File: src/rtl/instr_fetch_pkg.sv
// Shared types and constants for the instruction fetch stage.
package instr_fetch_pkg;

  typedef enum logic [1:0] {
    WAIT_LOAD = 2'd0,
    RUN       = 2'd1,
    HALT      = 2'd2
  } fetch_state_e;

  localparam logic [31:0] PC_INC            = 32'd4;
  localparam logic [31:0] DEFAULT_RESET_PC  = 32'h0000_0000;
  localparam logic [31:0] DEFAULT_HALT_WORD = 32'hFFFF_FFFF;

endpackage

File: src/rtl/instr_fetch_if_out_reg.sv
// IF/ID payload register with a valid/ready handshake.
// A flush drops the payload; a load captures a new one (or an empty slot
// when the fetched word must not be presented); otherwise an accepted
// payload empties the slot and an unaccepted one is held.
module if_out_reg
  import instr_fetch_pkg::*;
(
  input  logic        clk,
  input  logic        reset,
  input  logic        load,
  input  logic        flush,
  input  logic        ready,
  input  logic        next_valid,
  input  logic [31:0] next_pc,
  input  logic [31:0] next_inst,
  output logic        valid,
  output logic [31:0] pc,
  output logic [31:0] inst
);

  // Payload slot update: reset, then flush, then load, then consume on handshake
  always_ff @(posedge clk) begin
    if (reset) begin
      valid <= 1'b0;
      pc    <= 32'h0000_0000;
      inst  <= 32'h0000_0000;
    end else if (flush) begin
      valid <= 1'b0;
    end else if (load) begin
      valid <= next_valid;
      if (next_valid) begin
        pc   <= next_pc;
        inst <= next_inst;
      end
    end else if (ready) begin
      valid <= 1'b0;
    end
  end

endmodule

File: src/rtl/instr_fetch.sv
// Instruction fetch stage: PC register, WAIT_LOAD/RUN/HALT control and
// the IF/ID payload register. Instruction memory is read combinationally
// at inst_addr_o, so a fetched word is registered one cycle later.
// Optional feature: define INSTR_FETCH_PERF_CNT_EN to add fetch_cnt_o,
// a free-running count of accepted payloads.
module instr_fetch
  import instr_fetch_pkg::*;
#(
  parameter logic [31:0] RESET_PC  = DEFAULT_RESET_PC,
  parameter logic [31:0] HALT_WORD = DEFAULT_HALT_WORD
) (
  input  logic        clk,
  input  logic        reset,
  input  logic        load_done_i,
  input  logic        redirect_i,
  input  logic [31:0] redirect_addr_i,
  output logic [31:0] inst_addr_o,
  input  logic [31:0] inst_i,
  output logic        if_valid_o,
  input  logic        if_ready_i,
  output logic [31:0] if_pc_o,
  output logic [31:0] if_inst_o,
  output logic        halted_o
`ifdef INSTR_FETCH_PERF_CNT_EN
  ,
  output logic [31:0] fetch_cnt_o
`endif
);

  fetch_state_e state, state_next;
  logic [31:0]  pc, pc_next;
  logic         fetch_en;
  logic         load_en;
  logic         load_valid;
  logic         flush;
  logic         hit_halt;
  logic         unused_addr_lsb;

  // Redirect targets are word aligned, so the byte offset bits are dropped
  assign unused_addr_lsb = ^redirect_addr_i[1:0];

  assign inst_addr_o = pc;
  assign halted_o    = (state == HALT);
  assign hit_halt    = (inst_i == HALT_WORD);
  assign load_valid  = !hit_halt;

  // State and PC registers
  always_ff @(posedge clk) begin
    if (reset) begin
      state <= WAIT_LOAD;
      pc    <= RESET_PC;
    end else begin
      state <= state_next;
      pc    <= pc_next;
    end
  end

  // Next state, next PC and payload register control; redirect outranks stall and halt
  always_comb begin
    state_next = state;
    pc_next    = pc;
    fetch_en   = 1'b0;
    load_en    = 1'b0;
    flush      = 1'b0;
    case (state)
      WAIT_LOAD: begin
        if (load_done_i) begin
          state_next = RUN;
          fetch_en   = 1'b1;
        end
      end
      RUN:     fetch_en = 1'b1;
      HALT:    fetch_en = 1'b0;
      default: state_next = WAIT_LOAD;
    endcase
    if ((state != WAIT_LOAD) && redirect_i) begin
      flush      = 1'b1;
      pc_next    = {redirect_addr_i[31:2], 2'b00};
      state_next = RUN;
    end else if (fetch_en && (!if_valid_o || if_ready_i)) begin
      load_en = 1'b1;
      if (hit_halt) begin
        state_next = HALT;
      end else begin
        pc_next = pc + PC_INC;
      end
    end
  end

  if_out_reg u_if_out_reg (
    .clk        (clk),
    .reset      (reset),
    .load       (load_en),
    .flush      (flush),
    .ready      (if_ready_i),
    .next_valid (load_valid),
    .next_pc    (pc),
    .next_inst  (inst_i),
    .valid      (if_valid_o),
    .pc         (if_pc_o),
    .inst       (if_inst_o)
  );

`ifdef INSTR_FETCH_PERF_CNT_EN
  // Count every handshaken payload; only reset clears it
  always_ff @(posedge clk) begin
    if (reset) begin
      fetch_cnt_o <= 32'h0000_0000;
    end else if (if_valid_o && if_ready_i) begin
      fetch_cnt_o <= fetch_cnt_o + 32'd1;
    end
  end
`endif

endmodule

File: config.mk
export PLATFORM = sky130hd
export DESIGN_NAME = instr_fetch
export DESIGN_NICKNAME = d
export VERILOG_FILES = /design/src/rtl/instr_fetch_pkg.sv /design/src/rtl/instr_fetch_if_out_reg.sv /design/src/rtl/instr_fetch.sv
export SDC_FILE = /design/constraint.sdc
export NUM_CORES = 1
export LEC_CHECK = 0
export BUFFER_PORTS_ARGS = -buffer_cell sky130_fd_sc_hd__buf_2
export CELL_PAD_IN_SITES_DETAIL_PLACEMENT = 0
export CELL_PAD_IN_SITES_GLOBAL_PLACEMENT = 1
export CORE_MARGIN = 3
export CORE_UTILIZATION = 34
export CTS_CLUSTER_DIAMETER = 60
export DETAILED_ROUTE_END_ITERATION = 7
export PLACE_DENSITY_LB_ADDON = 0.25
export SLEW_MARGIN = 30
export SYNTH_ARGS = -nofsm -noshare
export SYNTH_HDL_FRONTEND = slang
export SYNTH_SLANG_ARGS = --single-unit
File: constraint.sdc
create_clock -name clk -period 2.39 [get_ports clk]
set_input_delay 0.1195 -clock clk [delete_from_list [all_inputs] [get_ports clk]]
set_output_delay 0.1195 -clock clk [all_outputs]
set_load 0.02 [all_outputs]
==> impl_metrics.py, run 1 <==
metrics = {
    "final_layout": {
        "layout_common_cells": "159 x buf_2, 143 x nand2_1, 95 x dfxtp_1",
        "syn2layout_area_growth_pct": 32.65,
        "layout_commonest_cell": "buf_2",
        "final_cells": 871,
        "fin_nets": 768,
        "diodes": 0,
        "drive_above_1_share": 0.3058,
    },
    "grt": {
        "grt_max_degree": 65,
        "grt_use_total": 0.1874,
        "antenna_found_initial": 0,
        "grt_pass1_wl_mm": 21.11,
        "grt_pass1_vias": 4109,
        "overflow": 0,
    },
    "clocking": {
        "cts-resized-gates": 0,
        "cts_buffers": 9,
        "cts_max_path_buffers": 2,
        "root_buffer": "clkbuf_16",
        "cts.reportedPaths.clkPinSlew_ns": 0.06,
        "cts_tree": "built",
        "h-tree-depth": 3,
        "insertion_delay_ns": 0.35,
        "clkSinkCount": 95,
    },
    "die": {
        "die_w_um": 118.1,
        "core_area_um2": 12160,
        "io_pins": 167,
        "rows": 40,
        "initial_core_util": 0.3510,
        "die_y_um": 118.1,
        "fp.dieArea_um2": 13940,
    },
    "place": {
        "dp.cells": 851,
        "hpwl_mm": 9.661,
        "numPortBuffers": 160,
        "gp_congestion": 0.7994,
    },
    "worst_setup_path": {
        "slowest_stage": "or4_1",
        "crit_path_end_kind": "flop",
        "path_class": "flop to flop",
        "crit_path_max_incr_delay_ns": 0.52,
        "worstPathCellList": "and4_2 > nand2_1 > or2_1 > or4_1 > o211ai_2",
        "crit_buf_inv": 0,
        "required_ns": 2.67,
        "path_delay_family": "simple AND/OR/NAND/NOR gates",
        "startpoint_type": "flop",
        "cp.arrival_ns": 2.31,
        "worst-path-max-fanout": 6,
    },
    "status": {
        "status": "finished clean",
    },
    "timing": {
        "max_freq_mhz": 492.1,
        "worst_pin_slew_ns": 0.6965,
        "skew_ns": 0.003456,
        "slew_viol_final": 0,
        "setup_viol": 0,
        "slew_headroom": 0.5357,
        "fin_tns_setup_ns": 0,
        "hold_viol": 0,
        "grt_setup_unrepaired": "false",
        "period_share": 0.8503,
        "period_needed_ns": 2.032,
    },
    "routing": {
        "drt_drc_violations_left": 0,
        "drt-pass1-iter-count": 4,
        "vias": 4339,
        "drt_iter0_markers": 228,
        "routedWlPerCell_um": 15.16,
        "drtAntennaViolNets": 0,
        "vias_per_cell": 4.982,
        "routed_wl_mm": 13.21,
    },
    "logic_synthesis": {
        "yosysTopAreaCellShare": 0.4455,
        "synth-seq-area-share": 0.4455,
        "ys_ff_latch": 95,
        "synth_cell_types": 48,
        "synth_area_um2": 4269,
        "yosysTopAreaCell": "dfxtp_1",
        "synthCells": 535,
        "avgSynthCellArea_um2": 7.980,
        "synthTopCellsByArea": "dfxtp_1 45%, nand2_1 13%, a21oi_1 7.9%",
        "ys_warn_count": 0,
    },
    "power_and_ir_drop": {
        "peakVddDrop_mv": 0.2855,
        "p_per_area_nw_per_um2": 693.6,
        "switchingPower_mw": 1.193,
        "p_total_mw": 3.928,
        "swShare": 0.3036,
        "clkPwrFrac": 0.345,
        "leakagePower_nw": 2.421,
        "p_seq_frac": 0.455,
        "power_frac_comb": 0.199,
        "intPower_mw": 2.735,
    },
    "flow_run": {
        "maxCapViolCount": 0,
    },
    "worst_hold_path": {
        "hold_path_class": "primary input to flop",
    },
}
==> routing by layer <==
| layer | wire, um | up-vias | global-route usage |
|---|---|---|---|
| met3 | 825 | 14 | 0.05142 |
| met5 | 0 | - | 0 |
| li1 | - | 2197 | - |
| met2 | 6436 | 127 | 0.3162 |
| met4 | 234 | 0 | 0.06667 |
| met1 | 5709 | 2001 | 0.2291 |
==> stage by stage <==
stage | util | hold slack [ns] | worst slack [ns] | area, um^2
floorplan | - | 0.2281 | 0.2992 | 4280
global placement | 0.4396 | 0.3219 | 0.3734 | 5346
detailed placement | 0.4396 | 0.3201 | 0.3401 | 5346
CTS | 0.4656 | 0.002972 | 0.3290 | 5663
global route | 0.4656 | 0.007006 | 0.2429 | 5663
finish | 0.4656 | 0.01666 | 0.3578 | 5663
==> sequential cells by signal, indices dropped and copies added (netlist names) <==
register / cells
inst_addr_o: 30
state: 2
u_if_out_reg.inst: 32
u_if_out_reg.pc: 30
u_if_out_reg.valid: 1
==> power by group through the flow <==
stage | clock network (mW) | logic [mW] | registers [mW]
2_1_floorplan | 0 | 0.328 | 1.95
3_3_place_gp | 0 | 0.775 | 1.82
3_5_place_dp | 0 | 0.783 | 1.82
4_1_cts | 1.40 | 0.792 | 1.79
5_1_grt | 1.47 | 0.857 | 1.80
6_report | 1.36 | 0.783 | 1.79
==> layout make-up <==
class / instances / area, um^2
fillers: 1275 / 6499
multi-input cells: 395 / 2190
flip-flops and latches: 95 / 1902
repair buffers: 192 / 1066
clock buffers: 12 / 256.5
well taps: 168 / 210.2
clock inverters: 4 / 20.02
inverters: 5 / 18.77
==> what timing repair did <==
item	CTS	global route
setup buffers	0	0
hold endpoints to repair	4	0
hold buffers	4	0
==> path summary, 6_finish.rpt <==
kind                               from                     to  slack, ns  depth (start not counted)
hold reg to reg   u_if_out_reg.inst[22]  u_if_out_reg.inst[22]       0.45                          2
setup / recovery         inst_addr_o[5]        inst_addr_o[23]       0.36                          5
setup reg to reg         inst_addr_o[5]        inst_addr_o[23]       0.36                          5
hold / removal               inst_i[14]  u_if_out_reg.inst[14]       0.02                          3
==> worst reg2reg max path: stages (launching register included) <==
cell and delay, ns:
dfxtp_1 0.43, and4_2 0.36, nand2_1 0.18, or2_1 0.34, or4_1 0.52, o211ai_2 0.14
==> kinds of logic (layout without fill, tap and decap cells) <==
logic type,Yosys count,after routing,synth area share
buffers and inverters,48,213,0.04895
other,1,4,0.0008784
adders and majority gates,1,1,0.002930
and+or+nand+nor,243,243,0.2699
DFF,95,95,0.4455
xor gates and xnor gates,12,12,0.02462
AOI/OAI and AO/OA,130,130,0.1952
muxes,5,5,0.01202
==> cell usage after synthesis, drive strengths merged <==
master   instances
o21ai            5
a2111oi          6
nand2b           2
a21o             1
a311oi           8
or4              5
and3             4
a31oi            2
nand3            7
mux2             1
and2             2
o21bai           1
o21ba            1
mux2i            4
nor2b            1
nand4           17
nor3b            5
or3              5
a32o             1
a211o            2
xnor2           12
o211ai           1
conb             1
o31ai            6
nand3b           1
nor4             4
a22oi            2
inv              5
or2              1
dfxtp           95
a211oi          25
nor2            30
a21oi           67
buf             10
and4             5
nand2          143
ha               1
nor3            11
o21a             2
clkbuf          33
Note: power is estimated with default switching activity, not from simulation.
==> run 2: changes to the inputs <==
Settings changed: ABC_AREA set to 1, HOLD_SLACK_MARGIN set to 0.05.
==> run 2 against run 1 <==
Compared with the run above:
- clock skew rose by 0.0036 ns
- global-route usage increased by 0.74 points
- synthesized cell count is 40% higher
- clock power rose by 14%
- core utilization shrank 1.1 points
- area after synthesis rose by 10%
- first-iteration DRC count grew 27%
- worst hold slack better by 0.039 ns
- total power up 10%
- critical endpoint is now inst_addr_o[18]
- sequential cell count unchanged
- non-clock buffer count decreased by 6
- sequential share of layout area shrank 2.4 points
- largest cell class unchanged
==> impl_metrics.py, run 2 <==
metrics = {
    "status": {
        "status": "finished clean",
    },
    "power_and_ir_drop": {
        "p_seq_frac": 0.428,
        "p_total_mw": 4.329,
        "p_per_area_nw_per_um2": 710.6,
        "clkPwrFrac": 0.358,
        "swShare": 0.3087,
        "switchingPower_mw": 1.336,
        "peakVddDrop_mv": 0.3552,
        "power_frac_comb": 0.214,
        "intPower_mw": 2.993,
        "leakagePower_nw": 2.881,
    },
    "place": {
        "placed_area_um2": 5598,
        "hpwl_mm": 11.09,
        "place_ws_ns": 0.4773,
        "dp.cells": 1059,
        "numPortBuffers": 160,
        "gp_congestion": 0.8767,
    },
    "grt": {
        "antenna_found_initial": 0,
        "grt_use_total": 0.1948,
        "overflow": 0,
        "grt_max_degree": 49,
        "grt_pass1_wl_mm": 23.41,
        "grt_pass1_vias": 4761,
    },
    "worst_setup_path": {
        "required_ns": 2.60,
        "crit_path_max_incr_delay_ns": 0.47,
        "worst_path_most_repeated_cell": "nand2_1",
        "r2r_slack_ns": 0.42,
        "r2r-end": "inst_addr_o[18]",
        "worstPathCellList": "ha_1 > inv_1 > nor2_1 > nand2_1 > nor2_1 > nand2_1 > nand3_1 > nand2_1 > nand2_1 > a21oi_1",
        "cp.arrival_ns": 2.18,
        "worst-path-max-fanout": 9,
        "slowest_stage": "dfxtp_1",
        "crit_path_end_kind": "flop",
        "path_class": "flop to flop",
        "crit_buf_inv": 1,
        "path_delay_family": "simple AND/OR/NAND/NOR gates",
        "reg2reg_depth": 10,
        "r2r-start": "inst_addr_o[2]",
        "startpoint_type": "flop",
    },
    "logic_synthesis": {
        "yosysTopAreaCell": "dfxtp_1",
        "synth-seq-area-share": 0.4032,
        "ys_ff_latch": 95,
        "synth_common_cells": "228 x nand2_1, 164 x nor2_1, 95 x dfxtp_1, 63 x o21ai_0, 53 x nand3_1",
        "synth_ff_type": "dfxtp_1",
        "synth_most_common_cell": "nand2_1",
        "synthTopCellsByArea": "dfxtp_1 40%, nand2_1 18%, nor2_1 13%",
        "ys_warn_count": 0,
        "async_flop_share": 0,
        "yosysTopAreaCellShare": 0.4032,
        "synth_cell_types": 26,
        "synthCells": 751,
        "synth-edff-count": 0,
        "synth_area_um2": 4717,
        "avgSynthCellArea_um2": 6.281,
    },
    "final_layout": {
        "largest_register": "u_if_out_reg.inst",
        "final_util": 0.4546,
        "final_cells": 1092,
        "largest_register_ffs": 32,
        "fin_nets": 982,
        "fill_cells": 1448,
        "drive_above_1_share": 0.2085,
        "layout_common_cells": "228 x nand2_1, 164 x nor2_1, 160 x buf_2",
        "layout_commonest_cell": "nand2_1",
        "diodes": 0,
        "fin_area_um2": 6092,
        "syn2layout_area_growth_pct": 29.15,
    },
    "clocking": {
        "cts_max_path_buffers": 2,
        "root_buffer": "clkbuf_16",
        "insertion_delay_ns": 0.35,
        "cts-resized-gates": 0,
        "cts_tree": "built",
        "cts.reportedPaths.clkPinSlew_ns": 0.06,
        "h-tree-depth": 3,
        "cts_buffers": 9,
        "clkSinkCount": 95,
    },
    "routing": {
        "drt_drc_violations_left": 0,
        "drt_iter0_markers": 290,
        "routed_wl_mm": 15.00,
        "drt-pass1-iter-count": 5,
        "routedWlPerCell_um": 13.74,
        "vias": 5100,
        "drtAntennaViolNets": 0,
        "vias_per_cell": 4.670,
    },
    "flow_run": {
        "maxCapViolCount": 0,
    },
    "timing": {
        "slew_viol_final": 0,
        "period_share": 0.8228,
        "fin_tns_setup_ns": 0,
        "slew_headroom": 0.6492,
        "period_needed_ns": 1.966,
        "worst_pin_slew_ns": 0.5251,
        "hold_viol": 0,
        "setup_ws_ns": 0.4236,
        "setup_viol": 0,
        "holdWs_ns": 0.05591,
        "grt_setup_unrepaired": "false",
        "max_freq_mhz": 508.5,
        "skew_ns": 0.007031,
    },
    "worst_hold_path": {
        "whs_endpoint": "u_if_out_reg.inst[17]",
        "hold_path_class": "primary input to flop",
        "min_path_cells": 3,
        "hp-start": "inst_i[17]",
    },
    "die": {
        "core_area_um2": 13400,
        "fp.dieArea_um2": 15320,
        "rows": 42,
        "die_y_um": 123.8,
        "die_w_um": 123.8,
        "io_pins": 167,
        "initial_core_util": 0.3520,
    },
}
-- run 2: cell count changes after synthesis, sizes merged, moves of 8 or more --
| cell | before | now |
|---|---|---|
| nand3 | 7 | 53 |
| nand2 | 143 | 231 |
| nor2 | 30 | 166 |
| xnor2 | 12 | 1 |
| inv | 5 | 47 |
| clkbuf | 33 | 15 |
| o21ai | 5 | 70 |
| buf | 10 | 24 |
| nor3 | 11 | 0 |
| a21oi | 67 | 36 |
| a311oi | 8 | 0 |
| nand4 | 17 | 1 |
| a211oi | 25 | 1 |
-- run 2: cell type report --
type | instances | area, um^2 | area share
Clock buffer | 12 | 246.5 | 0.04046
Clock inverter | 3 | 67.56 | 0.01109
Inverter | 47 | 176.4 | 0.02896
Multi-Input combinational cell | 573 | 2439 | 0.4003
Sequential cell | 95 | 1902 | 0.3122
Tap cell | 176 | 220.2 | 0.03615
Timing Repair Buffer | 186 | 1041 | 0.1709
-- run 2: power groups by stage --
stage / Clock [mW] / Combinational, mW / Sequential [mW]
finish: 1.55 / 0.928 / 1.85
global route: 1.63 / 1.04 / 1.87
CTS: 1.59 / 0.939 / 1.85
detailed placement: 0 / 0.914 / 1.89
global placement: 0 / 0.901 / 1.88
floorplan: 0 / 0.433 / 2.06
-- run 2: timing repair --
action	in CTS	in global routing
hold buffers	18	0
endpoints found under the hold margin	18	0
buffers inserted	0	0
-- run 2: how the worst max path moves through the flow --
stage / cells past startpoint / from / slack [ns] / to
floorplan: 10 / inst_addr_o[2] / 0.68 / inst_addr_o[18]
global placement: 10 / inst_addr_o[2] / 0.51 / inst_addr_o[18]
detailed placement: 10 / inst_addr_o[2] / 0.48 / inst_addr_o[18]
CTS: 10 / inst_addr_o[2] / 0.44 / inst_addr_o[18]
global route: 9 / inst_addr_o[2] / 0.20 / inst_addr_o[12]
finish: 10 / inst_addr_o[2] / 0.42 / inst_addr_o[18]
-- run 2: worst reg2reg max path, cell delays in order (launching register included) --
cell and delay [ns]:
dfxtp_1 0.47, ha_1 0.33, inv_1 0.09, nor2_1 0.28, nand2_1 0.20, nor2_1 0.14, nand2_1 0.06, nand3_1 0.10
nand2_1 0.05, nand2_1 0.05, a21oi_1 0.07
-- run 2: kinds of logic (layout without fill, tap and decap cells) --
group / count (synthesis) / count (layout) / share of synthesized area
buffers and inverters: 86 / 248 / 0.08302
DFF: 95 / 95 / 0.4032
other: 1 / 4 / 0.0007950
AOI/OAI and AO/OA: 112 / 112 / 0.1249
xor gates and xnor gates: 5 / 5 / 0.009283
and+or+nand+nor: 451 / 451 / 0.3761
adders and majority gates: 1 / 1 / 0.002652
-- run 2: per-layer routing --
layer / GRT usage / wire (um) / up-vias
met5: 0 / 0 / -
met4: 0.06159 / 167 / 0
met3: 0.02952 / 1082 / 11
met2: 0.3413 / 7116 / 162
met1: 0.2451 / 6634 / 2251
li1: - / - / 2676
